$ cat config.mk
export PLATFORM = sky130hd
export DESIGN_NAME = uart_peripheral
export DESIGN_NICKNAME = d
export VERILOG_FILES = /design/src/rtl/uart_peripheral.sv
export SDC_FILE = /design/constraint.sdc
export NUM_CORES = 1
export LEC_CHECK = 0
export ABC_AREA = 1
export CAP_MARGIN = 10
export CORE_UTILIZATION = 40
export CTS_CLUSTER_SIZE = 10
export DETAILED_ROUTE_END_ITERATION = 10
export PLACE_DENSITY = 0.67
export SLEW_MARGIN = 20
export SYNTH_ARGS = -nofsm -noshare
export SYNTH_HDL_FRONTEND = slang
export SYNTH_SLANG_ARGS = --single-unit
export TNS_END_PERCENT = 1
$ cat constraint.sdc
create_clock -name clk -period 5.1 [get_ports clk]
set_input_delay 1.02 -clock clk [delete_from_list [all_inputs] [get_ports clk]]
set_output_delay 1.02 -clock clk [all_outputs]
set_load 0.01 [all_outputs]
$ cat src/rtl/uart_peripheral.sv
// uart_peripheral
//   Memory-mapped 8N1 UART that sits beside data memory. A store strobe
//   (uart_start) queues a byte into a TX FIFO. A load strobe (uart_read_en)
//   pops the RX FIFO head. Both FIFOs are FIFO_DEPTH deep.
//
// Ports
//   clk, reset      : system clock; asynchronous active-high reset
//   uart_start      : push tx_data into the TX FIFO at this edge
//   tx_data[7:0]    : byte to transmit
//   uart_read_en    : pop the RX FIFO head at this edge
//   rd_data[31:0]   : {24'h0, RX head}, or all ones when RX is empty (combinational)
//   rx              : serial input, asynchronous to clk
//   tx              : serial output, registered, idles high
//   tx_full         : TX FIFO full
//   rx_empty        : RX FIFO empty
//   tx_overflow     : sticky flag, a write was dropped on a full TX FIFO
//   rx_overflow     : sticky flag, a received byte was dropped on a full RX FIFO
//   frame_err       : sticky flag, a stop bit was sampled low
module uart_peripheral #(
  parameter int CLKS_PER_BIT = 868,
  parameter int FIFO_DEPTH   = 16
) (
  input  logic        clk,
  input  logic        reset,
  input  logic        uart_start,
  input  logic [7:0]  tx_data,
  input  logic        uart_read_en,
  output logic [31:0] rd_data,
  input  logic        rx,
  output logic        tx,
  output logic        tx_full,
  output logic        rx_empty,
  output logic        tx_overflow,
  output logic        rx_overflow,
  output logic        frame_err
);

  localparam int AW = $clog2(FIFO_DEPTH);
  localparam int CW = $clog2(CLKS_PER_BIT);
  localparam logic [AW:0]   DEPTH_C  = (AW+1)'(FIFO_DEPTH);
  localparam logic [CW-1:0] BIT_END  = CW'(CLKS_PER_BIT - 1);
  localparam logic [CW-1:0] HALF_END = CW'(CLKS_PER_BIT / 2 - 1);

  typedef enum logic [1:0] {T_IDLE, T_START, T_DATA, T_STOP} tx_state_e;
  typedef enum logic [2:0] {R_IDLE, R_START, R_DATA, R_STOP, R_BREAK} rx_state_e;

  // TX FIFO and transmitter state
  logic [7:0]    tx_mem [FIFO_DEPTH];
  logic [AW-1:0] tx_wr_ptr_q, tx_wr_ptr_d, tx_rd_ptr_q, tx_rd_ptr_d;
  logic [AW:0]   tx_cnt_q, tx_cnt_d;
  tx_state_e     tx_state_q, tx_state_d;
  logic [CW-1:0] tx_baud_q, tx_baud_d;
  logic [2:0]    tx_bit_q, tx_bit_d;
  logic [7:0]    tx_shift_q, tx_shift_d;
  logic          tx_q, tx_d;
  logic          tx_overflow_q, tx_overflow_d;
  logic          tx_empty, tx_pop, tx_push;

  // RX FIFO and receiver state
  logic [7:0]    rx_mem [FIFO_DEPTH];
  logic [AW-1:0] rx_wr_ptr_q, rx_wr_ptr_d, rx_rd_ptr_q, rx_rd_ptr_d;
  logic [AW:0]   rx_cnt_q, rx_cnt_d;
  rx_state_e     rx_state_q, rx_state_d;
  logic [CW-1:0] rx_baud_q, rx_baud_d;
  logic [2:0]    rx_bit_q, rx_bit_d;
  logic [7:0]    rx_shift_q, rx_shift_d;
  logic          rx_meta_q, rx_s_q;
  logic          rx_overflow_q, rx_overflow_d;
  logic          frame_err_q, frame_err_d;
  logic          rx_full, rx_done, rx_pop, rx_push;

  assign tx_full     = (tx_cnt_q == DEPTH_C);
  assign tx_empty    = (tx_cnt_q == '0);
  assign rx_full     = (rx_cnt_q == DEPTH_C);
  assign rx_empty    = (rx_cnt_q == '0);
  assign tx          = tx_q;
  assign tx_overflow = tx_overflow_q;
  assign rx_overflow = rx_overflow_q;
  assign frame_err   = frame_err_q;
  assign rd_data     = rx_empty ? 32'hFFFF_FFFF : {24'h0, rx_mem[rx_rd_ptr_q]};

  // A push into a full FIFO still lands when the head leaves in the same cycle.
  assign tx_push = uart_start && (!tx_full || tx_pop);
  assign rx_pop  = uart_read_en && !rx_empty;
  assign rx_push = rx_done && (!rx_full || rx_pop);

  // Transmitter: START and the first data bit are set up one cycle early so
  // the registered tx output changes exactly on bit boundaries.
  always_comb begin
    tx_state_d    = tx_state_q;
    tx_baud_d     = tx_baud_q;
    tx_bit_d      = tx_bit_q;
    tx_shift_d    = tx_shift_q;
    tx_d          = tx_q;
    tx_pop        = 1'b0;
    case (tx_state_q)
      T_IDLE: begin
        if (!tx_empty) begin
          tx_pop     = 1'b1;
          tx_shift_d = tx_mem[tx_rd_ptr_q];
          tx_d       = 1'b0;
          tx_baud_d  = '0;
          tx_state_d = T_START;
        end
      end
      T_START: begin
        if (tx_baud_q == BIT_END) begin
          tx_baud_d  = '0;
          tx_bit_d   = '0;
          tx_d       = tx_shift_q[0];
          tx_state_d = T_DATA;
        end else begin
          tx_baud_d = tx_baud_q + 1'b1;
        end
      end
      T_DATA: begin
        if (tx_baud_q == BIT_END) begin
          tx_baud_d = '0;
          if (tx_bit_q == 3'd7) begin
            tx_d       = 1'b1;
            tx_state_d = T_STOP;
          end else begin
            tx_bit_d   = tx_bit_q + 3'd1;
            tx_d       = tx_shift_q[1];
            tx_shift_d = {1'b0, tx_shift_q[7:1]};
          end
        end else begin
          tx_baud_d = tx_baud_q + 1'b1;
        end
      end
      T_STOP: begin
        if (tx_baud_q == BIT_END) begin
          tx_baud_d = '0;
          // Chain straight into the next frame when data is waiting.
          if (!tx_empty) begin
            tx_pop     = 1'b1;
            tx_shift_d = tx_mem[tx_rd_ptr_q];
            tx_d       = 1'b0;
            tx_state_d = T_START;
          end else begin
            tx_state_d = T_IDLE;
          end
        end else begin
          tx_baud_d = tx_baud_q + 1'b1;
        end
      end
      default: tx_state_d = T_IDLE;
    endcase
  end

  // Receiver: all decisions are taken on the synchronized rx_s_q.
  always_comb begin
    rx_state_d  = rx_state_q;
    rx_baud_d   = rx_baud_q;
    rx_bit_d    = rx_bit_q;
    rx_shift_d  = rx_shift_q;
    frame_err_d = frame_err_q;
    rx_done     = 1'b0;
    case (rx_state_q)
      R_IDLE: begin
        if (!rx_s_q) begin
          rx_baud_d  = '0;
          rx_state_d = R_START;
        end
      end
      R_START: begin
        // Re-check at mid start bit so short glitches are rejected.
        if (rx_baud_q == HALF_END) begin
          rx_baud_d = '0;
          rx_bit_d  = '0;
          rx_state_d = rx_s_q ? R_IDLE : R_DATA;
        end else begin
          rx_baud_d = rx_baud_q + 1'b1;
        end
      end
      R_DATA: begin
        if (rx_baud_q == BIT_END) begin
          rx_baud_d  = '0;
          rx_shift_d = {rx_s_q, rx_shift_q[7:1]};
          if (rx_bit_q == 3'd7) begin
            rx_state_d = R_STOP;
          end else begin
            rx_bit_d = rx_bit_q + 3'd1;
          end
        end else begin
          rx_baud_d = rx_baud_q + 1'b1;
        end
      end
      R_STOP: begin
        if (rx_baud_q == BIT_END) begin
          rx_baud_d = '0;
          if (rx_s_q) begin
            rx_done    = 1'b1;
            rx_state_d = R_IDLE;
          end else begin
            frame_err_d = 1'b1;
            rx_state_d  = R_BREAK;
          end
        end else begin
          rx_baud_d = rx_baud_q + 1'b1;
        end
      end
      R_BREAK: begin
        // Hold off until the line returns high so a break is not seen as a start bit.
        if (rx_s_q) rx_state_d = R_IDLE;
      end
      default: rx_state_d = R_IDLE;
    endcase
  end

  always_comb begin
    tx_wr_ptr_d   = tx_push ? tx_wr_ptr_q + 1'b1 : tx_wr_ptr_q;
    tx_rd_ptr_d   = tx_pop  ? tx_rd_ptr_q + 1'b1 : tx_rd_ptr_q;
    tx_cnt_d      = tx_cnt_q;
    if (tx_push && !tx_pop) tx_cnt_d = tx_cnt_q + 1'b1;
    if (!tx_push && tx_pop) tx_cnt_d = tx_cnt_q - 1'b1;
    tx_overflow_d = tx_overflow_q | (uart_start && !tx_push);

    rx_wr_ptr_d   = rx_push ? rx_wr_ptr_q + 1'b1 : rx_wr_ptr_q;
    rx_rd_ptr_d   = rx_pop  ? rx_rd_ptr_q + 1'b1 : rx_rd_ptr_q;
    rx_cnt_d      = rx_cnt_q;
    if (rx_push && !rx_pop) rx_cnt_d = rx_cnt_q + 1'b1;
    if (!rx_push && rx_pop) rx_cnt_d = rx_cnt_q - 1'b1;
    rx_overflow_d = rx_overflow_q | (rx_done && !rx_push);
  end

  always_ff @(posedge clk or posedge reset) begin
    if (reset) begin
      tx_wr_ptr_q   <= '0;
      tx_rd_ptr_q   <= '0;
      tx_cnt_q      <= '0;
      tx_state_q    <= T_IDLE;
      tx_baud_q     <= '0;
      tx_bit_q      <= '0;
      tx_q          <= 1'b1;
      tx_overflow_q <= 1'b0;
      rx_wr_ptr_q   <= '0;
      rx_rd_ptr_q   <= '0;
      rx_cnt_q      <= '0;
      rx_state_q    <= R_IDLE;
      rx_baud_q     <= '0;
      rx_bit_q      <= '0;
      rx_meta_q     <= 1'b1;
      rx_s_q        <= 1'b1;
      rx_overflow_q <= 1'b0;
      frame_err_q   <= 1'b0;
    end else begin
      tx_wr_ptr_q   <= tx_wr_ptr_d;
      tx_rd_ptr_q   <= tx_rd_ptr_d;
      tx_cnt_q      <= tx_cnt_d;
      tx_state_q    <= tx_state_d;
      tx_baud_q     <= tx_baud_d;
      tx_bit_q      <= tx_bit_d;
      tx_q          <= tx_d;
      tx_overflow_q <= tx_overflow_d;
      rx_wr_ptr_q   <= rx_wr_ptr_d;
      rx_rd_ptr_q   <= rx_rd_ptr_d;
      rx_cnt_q      <= rx_cnt_d;
      rx_state_q    <= rx_state_d;
      rx_baud_q     <= rx_baud_d;
      rx_bit_q      <= rx_bit_d;
      rx_meta_q     <= rx;
      rx_s_q        <= rx_meta_q;
      rx_overflow_q <= rx_overflow_d;
      frame_err_q   <= frame_err_d;
    end
  end

  // Payload storage carries no reset; validity is tracked by the counters above.
  always_ff @(posedge clk) begin
    if (tx_push) tx_mem[tx_wr_ptr_q] <= tx_data;
    if (rx_push) rx_mem[rx_wr_ptr_q] <= rx_shift_q;
    tx_shift_q <= tx_shift_d;
    rx_shift_q <= rx_shift_d;
  end

endmodule

==> reports/qor.tcl, run 1 <==
set qor(run_status) {finished, violations left}
set qor(failed_checks) {DRC}
set qor(count_of_flip_flops_with_a_built_in_enable_after_synthesis) 272
set qor(fp.dieArea_mm2) 0.03709
set qor(placement.setup.worst_slack_ps) 1647
set qor(drtAntennaViolNets) 0
set qor(synth-seq-area-share_pct) 67.09
set qor(required_ps) 4080
set qor(post-route-min-period_ps) 3956
set qor(yosys_register_bits) 335
set qor(post_cts_setup_buffer_count) 0
set qor(maxSlewHeadroom_pct) 25.56
set qor(track_usage_pct) 16.86
set qor(worst_skew_pair.late_latency_ps) 530
set qor(synth_area_per_cell_um2) 12.08
set qor(antenna_found_initial) 0
set qor(drt-vias-per-instance) 5.316
set qor(leakagePower_nw) 5.942
set qor(tns_ps) 0
set qor(r2r_path_start) {rx_cnt_q[0]}
set qor(place.port_buffers) 50
set qor(cts_root_buffer) {sky130_fd_sc_hd__clkbuf_16}
set qor(crit_start_category) {flip-flop}
set qor(remaining_drc_errors) 8
set qor(timing.hold.worst.start) {rx_meta_q}
set qor(die-width_um) 192.6
set qor(rows) 69
set qor(tritoncts.num_buffers) 39
set qor(drt_iter0_drc) 823
set qor(routedWlPerCell_um) 17.59
set qor(clock-sinks) 335
set qor(fp.coreArea_mm2) 0.03566
set qor(area_growth_syn_to_layout_pct) 13.26
set qor(yosys_warnings) 0
set qor(vertical_extent_of_the_die_um) 192.6
set qor(rsz0062_at_grt) {no}
set qor(nNetsFinal) 1280
set qor(insertedDiodeCount) 0
set qor(cts.htree.levels) 2
set qor(post_cts.resized_instances) 0
set qor(clkSlewWorstSetupHoldPaths_ps) 50
set qor(min_to) {rx_s_q}
set qor(finClkSkew_ps) 21.94
set qor(cts_buffer_depth) 3
set qor(synth_cell_types) 48
set qor(synth_flop_cell) {sky130_fd_sc_hd__edfxtp_1}
set qor(wl_um) 30380
set qor(setup.worst_path.class) {reg -> out}
set qor(finalMaxSlewViolations) 0
set qor(number_of_endpoints_with_negative_hold_slack_in_the_final_report) 0
set qor(first_global_vias) 9006
set qor(syn-instance-count) 1203
set qor(syn-num-nets) 1246
set qor(grt_first_pass_wirelength_um) 48290
set qor(drtPass1Iterations) 8
set qor(worst_hold_path_type) {reg -> reg}
set qor(worst_slew_pin_slew_ps) 1115
set qor(grt_remaining_overflow) 0
set qor(timing.hold.ws_ps) 356.6
set qor(r2r_end) {rx_cnt_q[4]}
set qor(io_pins) 51
set qor(vdd.ir_drop.worst_uv) 354.9
set qor(cts_tree) {built}
set qor(hold_path_depth) 0
set qor(final.fill_count) 3195
set qor(timing.critical_path.arrival_ps) 2940
set qor(synthArstFlopShare_pct) 18.81
set qor(depth_of_the_worst_register_to_register_path) 17
set qor(cts_hold_repair.buffers) 0
set qor(power-per-cell-area_mw_per_mm2) 436.0
set qor(timing.max_cap.violations) 0
set qor(place_hpwl_um) 18740
set qor(drive_above_1_share_pct) 7.583
set qor(initial_core_util_pct) 40.75
set qor(minimum_setup_slack_among_reg_to_reg_paths_ps) 1800
set qor(place.gp.congestion) 0.8355
set qor(largest_net_degree_at_the_start_of_global_routing) 68
set qor(max_freq_ghz) 0.2528
set qor(vias) 9180
set qor(timing.final.ws_setup_ps) 1144
set qor(synth_area_mm2) 0.01453
set qor(period_utilization_pct) 77.56
set qor(worst_setup_path_end_kind) {output pin}
set qor(setup_violations) 0
set qor(crit_fanout) 26
-- stage by stage --
stage          utilization (%)  power (mW)  cell area, um2  instances
3_5_place_dp             43.04       4.768           15350       1657
6_report                 46.16       7.176           16460       1727
3_3_place_gp             43.03       4.728           15340       1657
5_1_grt                  46.16       7.515           16460       1727
4_1_cts                  46.15       7.238           16460       1727
2_1_floorplan                -       4.282           14530       1203
-- cell usage in the layout, fill, tap and decap left out, drive strengths merged, types with 2 or more instances in the layout --
cell type,instances
o21ai,139
o211ai,9
nand4,7
xnor2,4
dfstp,3
clkbuf,68
edfxtp,272
nor3,19
o22ai,14
o31ai,2
clkinv,4
nor4,4
xor2,21
o221ai,47
ha,28
dfrtp,60
nor2,171
clkdlybuf4s50,50
buf,17
nand3,72
inv,75
mux2i,32
a21oi,13
fa,2
nand2,123
-- logic make-up after synthesis --
| group | count (synthesis) | synth area share (%) |
|---|---|---|
| compound gates | 232 | 9.713 |
| xor+xnor | 25 | 1.559 |
| fa+ha+maj | 30 | 2.687 |
| buf+inv | 151 | 4.710 |
| flops | 335 | 67.09 |
| mux | 32 | 2.204 |
| simple gates | 398 | 12.04 |
-- cell usage after synthesis (3+ instances only) --
cell type	instances	share of area (%)
sky130_fd_sc_hd__nand3_1	70	2.4
sky130_fd_sc_hd__xnor2_1	4	0.24
sky130_fd_sc_hd__a21oi_1	12	0.41
sky130_fd_sc_hd__o21ai_1	4	0.14
sky130_fd_sc_hd__mux2i_1	32	2.2
sky130_fd_sc_hd__buf_2	13	0.45
sky130_fd_sc_hd__xor2_1	20	1.2
sky130_fd_sc_hd__dfrtp_1	60	10
sky130_fd_sc_hd__nor2_1	167	4.3
sky130_fd_sc_hd__edfxtp_1	272	56
sky130_fd_sc_hd__nand2_4	4	0.31
sky130_fd_sc_hd__nand2_2	8	0.34
sky130_fd_sc_hd__o21ai_0	134	4.6
sky130_fd_sc_hd__nor3_1	17	0.59
sky130_fd_sc_hd__inv_1	71	1.8
sky130_fd_sc_hd__nand2_1	111	2.9
sky130_fd_sc_hd__buf_4	27	1.4
sky130_fd_sc_hd__buf_1	3	0.077
sky130_fd_sc_hd__inv_2	4	0.10
sky130_fd_sc_hd__o221ai_1	47	2.8
sky130_fd_sc_hd__o22ai_1	14	0.60
sky130_fd_sc_hd__dfstp_2	3	0.54
sky130_fd_sc_hd__nand4_1	6	0.26
sky130_fd_sc_hd__clkbuf_1	31	0.80
sky130_fd_sc_hd__nor4_1	4	0.17
sky130_fd_sc_hd__ha_1	28	2.4
sky130_fd_sc_hd__o211ai_1	9	0.46
-- how the worst max path moves through the flow --
stage,from,to,slack (ps)
2_1_floorplan,rx_cnt_q[0],rx_cnt_q[4],2240
3_3_place_gp,rx_rd_ptr_q[0],rd_data[2],1720
3_5_place_dp,rx_cnt_q[0],rd_data[4],1650
4_1_cts,rx_cnt_q[0],rd_data[4],1080
5_1_grt,rx_cnt_q[1],rd_data[4],860
6_report,rx_cnt_q[0],rd_data[4],1140
-- sequential cells by signal (all words and copies together) (netlist names), 2 cells and up --
| register | flops |
|---|---|
| tx_shift_q | 8 |
| rx_wr_ptr_q | 4 |
| tx_bit_q | 3 |
| rx_rd_ptr_q | 4 |
| rx_state_q | 3 |
| tx_rd_ptr_q | 4 |
| rx_shift_q | 8 |
| tx_mem | 128 |
| tx_state_q | 2 |
| tx_cnt_q | 5 |
| tx_baud_q | 10 |
| rx_cnt_q | 5 |
| rx_bit_q | 3 |
| rx_mem | 128 |
| rx_baud_q | 10 |
| tx_wr_ptr_q | 4 |
-- power by group --
group          internal (mW)  leakage [nW]  switching [mW]
combinational          0.594          2.18           0.875
clock                   1.45         0.529            1.01
sequential              3.12          3.23           0.124
total                   5.16          5.94            2.01
-- routing by layer --
layer  wire (um)  part of all wire [%]  global-route usage [%]
met2       14830                    49                   28.15
met4         622                   2.0                   4.724
met1       13160                    43                   22.60
met5           0                     0                       0
met3        1779                   5.9                   2.801
-- final cells by class --
cell class | instances | area, um2 | share of cell area [%]
tap | 461 | 576.8 | 3.505
clock buffer | 68 | 1095 | 6.652
multi-input combinational | 717 | 4103 | 24.93
clock inverter | 2 | 13.76 | 0.08363
sequential | 335 | 9751 | 59.25
timing repair buffer | 67 | 628.1 | 3.817
inverter | 77 | 290.3 | 1.764
-- critical path, cell delays in order, from the launching register on --
cell and delay [ps]:
sky130_fd_sc_hd__dfrtp_1 420, sky130_fd_sc_hd__inv_1 120, sky130_fd_sc_hd__nand3_1 120, sky130_fd_sc_hd__nor2_2 680, sky130_fd_sc_hd__inv_2 290, sky130_fd_sc_hd__nand3_1 210
sky130_fd_sc_hd__clkdlybuf4s50_1 570
Note: power is estimated with default switching activity, not from simulation.
==> run 2, diff against run 1 <==
--- a/config.mk
+++ b/config.mk
@@ -10,7 +10,7 @@
 export CORE_UTILIZATION = 40
 export CTS_CLUSTER_SIZE = 10
 export DETAILED_ROUTE_END_ITERATION = 10
-export PLACE_DENSITY = 0.67
+export PLACE_DENSITY = 0.69
 export SLEW_MARGIN = 20
 export SYNTH_ARGS = -nofsm -noshare
 export SYNTH_HDL_FRONTEND = slang
==> constraint.sdc (replaced) <==
create_clock -name clk -period 3.55 [get_ports clk]
set_input_delay 0.71 -clock clk [delete_from_list [all_inputs] [get_ports clk]]
set_output_delay 0.71 -clock clk [all_outputs]
set_load 0.01 [all_outputs]
==> run 2 against run 1 <==
  * The flow still finishes with violations (DRC)
  * Hold slack got worse by 1.1 ps
  * Sequential cell count did not move
  * Sequential share of layout area fell by 0.66 points
  * Routed wire length rose by 2.0%
  * Setup slack got worse by 990 ps
  * Combinational power rose by 51%
  * Core utilization rose by 0.52 points
  * Final cell count rose by 1.0%
  * Die area did not move
  * Via count rose by 1.8%
==> reports/qor.tcl, run 2 (synthesis gave the netlist of run 1 again) <==
set qor(run_status) {finished, violations left} ;# unchanged
set qor(failed_checks) {DRC} ;# unchanged
set qor(tns_ps) 0 ;# unchanged
set qor(cts_root_buffer) {sky130_fd_sc_hd__clkbuf_16} ;# unchanged
set qor(tritoncts.num_buffers) 39 ;# unchanged
set qor(number_of_endpoints_with_negative_hold_slack_in_the_final_report) 0 ;# unchanged
set qor(timing.critical_path.to) {rd_data[4]} ;# unchanged
set qor(remaining_drc_errors) 12 ;# was 8
set qor(worst_skew_pair.late_latency_ps) 530 ;# about the same
set qor(insertedDiodeCount) 0 ;# unchanged
set qor(post-route-min-period_ps) 3400
set qor(place.port_buffers) 50 ;# unchanged
set qor(dp.cells) 1673 ;# was 1657
set qor(finalMaxSlewViolations) 0 ;# unchanged
set qor(drt_iter0_drc) 827 ;# was 823
set qor(cts_buffer_depth) 3 ;# unchanged
set qor(power-per-cell-area_mw_per_mm2) 631.6 ;# was 436.0 mW/mm2
set qor(worst_slew_pin_slew_ps) 846.7 ;# was 1115 ps
set qor(timing.critical_path.arrival_ps) 2690 ;# was 2940 ps
set qor(io_pins) 51 ;# unchanged
set qor(place.gp.congestion) 0.8754 ;# was 0.8355
set qor(setup.worst_path.class) {reg -> out} ;# unchanged
set qor(fp.dieArea_mm2) 0.03709 ;# unchanged
set qor(initial_core_util_pct) 40.75 ;# unchanged
set qor(max_freq_ghz) 0.2941
set qor(timing.hold.ws_ps) 355.6 ;# was 356.6 ps
set qor(critPathLaunch) {rx_rd_ptr_q[0]} ;# was rx_cnt_q[0]
set qor(fp.coreArea_mm2) 0.03566 ;# unchanged
set qor(reg.largest.list) {rx_mem x128, tx_mem x128} ;# unchanged
set qor(track_usage_pct) 17.03 ;# was 16.86%
set qor(nNetsFinal) 1296 ;# was 1280
set qor(first_global_vias) 9061 ;# was 9006
set qor(vias) 9341 ;# was 9180
set qor(grt_first_pass_wirelength_um) 48830 ;# was 48290 um
set qor(area_growth_syn_to_layout_pct) 14.53 ;# was 13.26%
set qor(setup_violations) 0 ;# unchanged
set qor(vdd.ir_drop.worst_uv) 393.2 ;# was 354.9 uV
set qor(minimum_setup_slack_among_reg_to_reg_paths_ps) 740 ;# was 1800 ps
set qor(antenna_found_initial) 0 ;# unchanged
set qor(crit_start_category) {flip-flop} ;# unchanged
set qor(post_cts_setup_buffer_count) 0 ;# unchanged
set qor(drt-vias-per-instance) 5.353 ;# was 5.316
set qor(drtPass1Iterations) 8 ;# unchanged
set qor(layout.cells.most_common_list) {sky130_fd_sc_hd__edfxtp_1 (272), sky130_fd_sc_hd__nor2_1 (167), sky130_fd_sc_hd__o21ai_0 (134)} ;# unchanged
set qor(drtAntennaViolNets) 0 ;# unchanged
set qor(clock-sinks) 335 ;# unchanged
set qor(rows) 69 ;# unchanged
set qor(clkSlewWorstSetupHoldPaths_ps) 50 ;# about the same
set qor(grt_remaining_overflow) 0 ;# unchanged
set qor(most_frequent_standard_cell_in_the_layout_excluding_fill_and_tap_cells) {sky130_fd_sc_hd__edfxtp_1} ;# unchanged
set qor(placement.setup.worst_slack_ps) 656.0 ;# was 1647 ps
set qor(die-width_um) 192.6 ;# unchanged
set qor(wl_um) 31000 ;# was 30380 um
set qor(routedWlPerCell_um) 17.77 ;# was 17.59 um
set qor(r2r_path_start) {rx_baud_q[0]} ;# was rx_cnt_q[0]
set qor(r2r_end) {rx_cnt_q[4]} ;# unchanged
set qor(worst_setup_path_end_kind) {output pin} ;# unchanged
set qor(leakagePower_nw) 6.053 ;# was 5.942 nW
set qor(required_ps) 2840 ;# was 4080 ps
set qor(layout.core_utilization_pct) 46.67 ;# was 46.16%
set qor(largest_net_degree_at_the_start_of_global_routing) 68 ;# unchanged
set qor(worst_hold_path_type) {reg -> reg} ;# unchanged
set qor(final_cells) 1745 ;# was 1727
set qor(place_hpwl_um) 19370 ;# was 18740 um
set qor(rsz0062_at_grt) {no} ;# unchanged
set qor(cts.htree.levels) 2 ;# unchanged
set qor(depth_of_the_worst_register_to_register_path) 15 ;# was 17
set qor(final.fill_count) 3147 ;# was 3195
set qor(drive_above_1_share_pct) 8.879 ;# was 7.583%
set qor(crit_fanout) 18 ;# was 26
set qor(vertical_extent_of_the_die_um) 192.6 ;# unchanged
set qor(maxSlewHeadroom_pct) 43.56 ;# was 25.56%
set qor(cts_tree) {built} ;# unchanged
set qor(timing.max_cap.violations) 0 ;# unchanged
set qor(period_utilization_pct) 95.79
set qor(finClkSkew_ps) 21.70 ;# was 21.94 ps
set qor(timing.final.ws_setup_ps) 149.6 ;# was 1144 ps
set qor(cts_hold_repair.buffers) 0 ;# unchanged
==> run 2: layout make-up <==
type	instances	area, um2	area share, %
multi-input cells	717	4098	24.62
clock buffers	69	1120	6.729
flip-flops and latches	335	9751	58.59
repair buffers	83	773.2	4.647
clock inverters	3	30.03	0.1805
well taps	461	576.8	3.466
inverters	77	292.8	1.759
==> run 2: worst max-delay path, stage by stage, from the launching register on <==
cell and delay, ps:
sky130_fd_sc_hd__dfrtp_2 590, sky130_fd_sc_hd__buf_4 320, sky130_fd_sc_hd__o21ai_0 160, sky130_fd_sc_hd__o221ai_1 280
sky130_fd_sc_hd__nand3_1 130, sky130_fd_sc_hd__nand3_1 120, sky130_fd_sc_hd__clkdlybuf4s50_1 550
==> run 2: worst min path at each step <==
stage	from	endpoint	depth (start not counted)	slack, ps
floorplan	rx_meta_q	rx_s_q	0	350
CTS	rx_meta_q	rx_s_q	0	360
finish	rx_meta_q	rx_s_q	0	360
global route	rx_meta_q	rx_s_q	0	360
global placement	rx_meta_q	rx_s_q	0	350
detailed placement	rx_meta_q	rx_s_q	0	350
==> run 2: stage by stage <==
stage / power [mW] / area, um2
after global placement: 6.887 / 15490
after global routing: 11.01 / 16640
after CTS: 10.59 / 16640
after detailed placement: 6.942 / 15490
final: 10.51 / 16640
after floorplan: 6.151 / 14530
==> run 2: report_power, final <==
| group | internal (mW) | switching, mW | total, mW |
|---|---|---|---|
| logic | 0.916 | 1.31 | 2.22 |
| clock network | 2.13 | 1.49 | 3.62 |
| registers | 4.49 | 0.183 | 4.67 |
| total | 7.53 | 2.98 | 10.5 |
==> run 2: what timing repair did <==
item / CTS / global route
endpoints found under the setup margin: 0 / 3
endpoints found under the hold margin: 0 / 0
gates resized for setup: 0 / 1
==> run 2: layer usage <==
metal / track usage (%) / vias to the layer above / part of all wire [%]
met5: 0 / - / 0
met4: 5.270 / 0 / 2.4
met3: 2.910 / 54 / 6.3
met2: 27.38 / 326 / 47
met1: 23.51 / 4548 / 44
li1: - / 4413 / -
==> run 3, diff against run 2 <==
--- a/config.mk
+++ b/config.mk
@@ -11,7 +11,8 @@
 export CTS_CLUSTER_SIZE = 10
 export DETAILED_ROUTE_END_ITERATION = 10
 export PLACE_DENSITY = 0.69
-export SLEW_MARGIN = 20
+export SKIP_CTS_REPAIR_TIMING = 1
+export SLEW_MARGIN = 10
 export SYNTH_ARGS = -nofsm -noshare
 export SYNTH_HDL_FRONTEND = slang
 export SYNTH_SLANG_ARGS = --single-unit
==> results of run 3 <==
Final layout, timing and power as in run 2 (identical DEF).
==> RTL edit (settings of run 3) <==
Change the parameter `CLKS_PER_BIT` from 868 to 434.
--- a/src/rtl/uart_peripheral.sv
+++ b/src/rtl/uart_peripheral.sv
@@ -18,5 +18,5 @@
 //   frame_err       : sticky flag, a stop bit was sampled low
 module uart_peripheral #(
-  parameter int CLKS_PER_BIT = 868,
+  parameter int CLKS_PER_BIT = 434,
   parameter int FIFO_DEPTH   = 16
 ) (
Formal check against the unedited RTL: same outputs for any inputs over 10 cycles, from zero or initial values and one cycle with reset high; that may be too few to reach the edited logic, so the function may still have changed.
==> RTL edit against run 3 <==
The run still ends with DRC left; critical path depth is 1 higher; critical path type unchanged; via count is 0.98% lower; synthesized area hardly changed; total power is 1.1% higher; cell count is 2.1% higher; sequential cell count is 2 lower; count of clock-buffer cells in the layout is 4 lower; final area is 0.54% lower; setup slack better by 120 ps; routed wire length is 3.9% lower; highest routed layer unchanged.
==> RTL edit: results <==
[run_status]
status = finished with violations
violations = DRC

[logic_synthesis]
muxShareOfSynthArea_pct = 0.552
ys_async_sr_fraction_pct = 18.3
synth_fa_ha_area_share_pct = 2.86
synth_xor_area_share_pct = 1.45
synth_seq_area_share_pct = 66.8
synth_area_leaders = edfxtp_1, dfrtp_1, nor2_1, o21ai_0, nand2_1
synthesis.instances = 1248
synth_compound_area_share_pct = 9.94
synth.distinct_cells = 47

[place]
place_hpwl_um = 18700
preCtsSetupSlack_ps = 701
gp_congestion = 0.837
numPlacedInstances = 1712
placed_area_um2 = 15400

[route]
first_pass_iters = 11
drtIter0Drc = 933
drc = 7
wl_um = 29800
vias_per_cell = 5.19
vias = 9249

[global_route]
grt_use_total_pct = 16.5
grt_pass1_wl_um = 47800
grt_max_degree = 68

[setup_path]
critPathMaxFanout = 40
worstPathArrival_ps = 2570
crit_path_top_delay_cell = clkdlybuf4s50_1
crit_path_max_incr_delay_ps = 550

[pwr]
seqPwrFrac_pct = 43.4
peakVddDrop_mv = 0.493
internal_power_mw = 7.55
p_leak_nw = 6.00

[layout]
fillers = 3182
nets = 1338

[clock_tree]
cts_made_buffers = 40

[timing]
slew_headroom_pct = 31.7
## RTL edit: cell types whose count changed in the layout (fill, tap and decap cells not counted), sizes merged, moves of 6 or more
cell / run 3 / this run
mux2i: 32 / 8
o221ai: 47 / 18
o211ai: 9 / 39
nand2: 123 / 139
buf: 33 / 27
nor2: 171 / 215
o21ai: 139 / 153
## RTL edit: worst reg2reg max path, stage by stage (launching register included)
cell	delay [ps]
dfrtp_1	420
inv_1	110
ha_1	330
inv_1	120
nand2_1	60
inv_1	90
nand2_4	90
nand2_4	90
nand2_4	130
nor2_2	140
nand2_1	70
nor2_1	650
## RTL edit: worst paths after layout
path                            cells after the start             end  slack, ps      startpoint
worst max-delay path                                7      rd_data[4]        270  rx_rd_ptr_q[0]
worst min-delay path                                0          rx_s_q        350       rx_meta_q
worst max register to register                     11   tx_mem[15][5]        880   tx_state_q[1]
worst min register to register                      0          rx_s_q        350       rx_meta_q
max in group asynchronous                           3  rx_rd_ptr_q[0]       2270           reset
min in group asynchronous                           3     rx_bit_q[0]        730           reset
## RTL edit: cell families (layout without fill, tap and decap cells)
logic type	Yosys count	count (layout)
compound gates	244	244
fa+ha+maj	32	32
buf+inv	150	222
mux	8	8
simple gates	457	457
flops	333	333
xor+xnor	24	24
## RTL edit: layout make-up
type                    instances  area [um^2]  area share (%)
flip-flops and latches        333         9700            58.6
multi-input cells             765         4120            24.9
clock buffers                  65         1110            6.74
repair buffers                 77          716            4.32
well taps                     461          577            3.49
inverters                      76          289            1.75
clock inverters                 4         36.3           0.219
## RTL edit: routing by layer
layer  part of all wire (%)  wire length, um  global-route usage (%)  vias to the layer above
met3                    5.1             1530                    2.58                       51
met2                     49            14700                    28.3                      249
met5                      0                0                       0                        -
met1                     43            12900                    21.3                     4464
met4                    2.2              653                    5.36                        0
li1                       -                -                       -                     4485
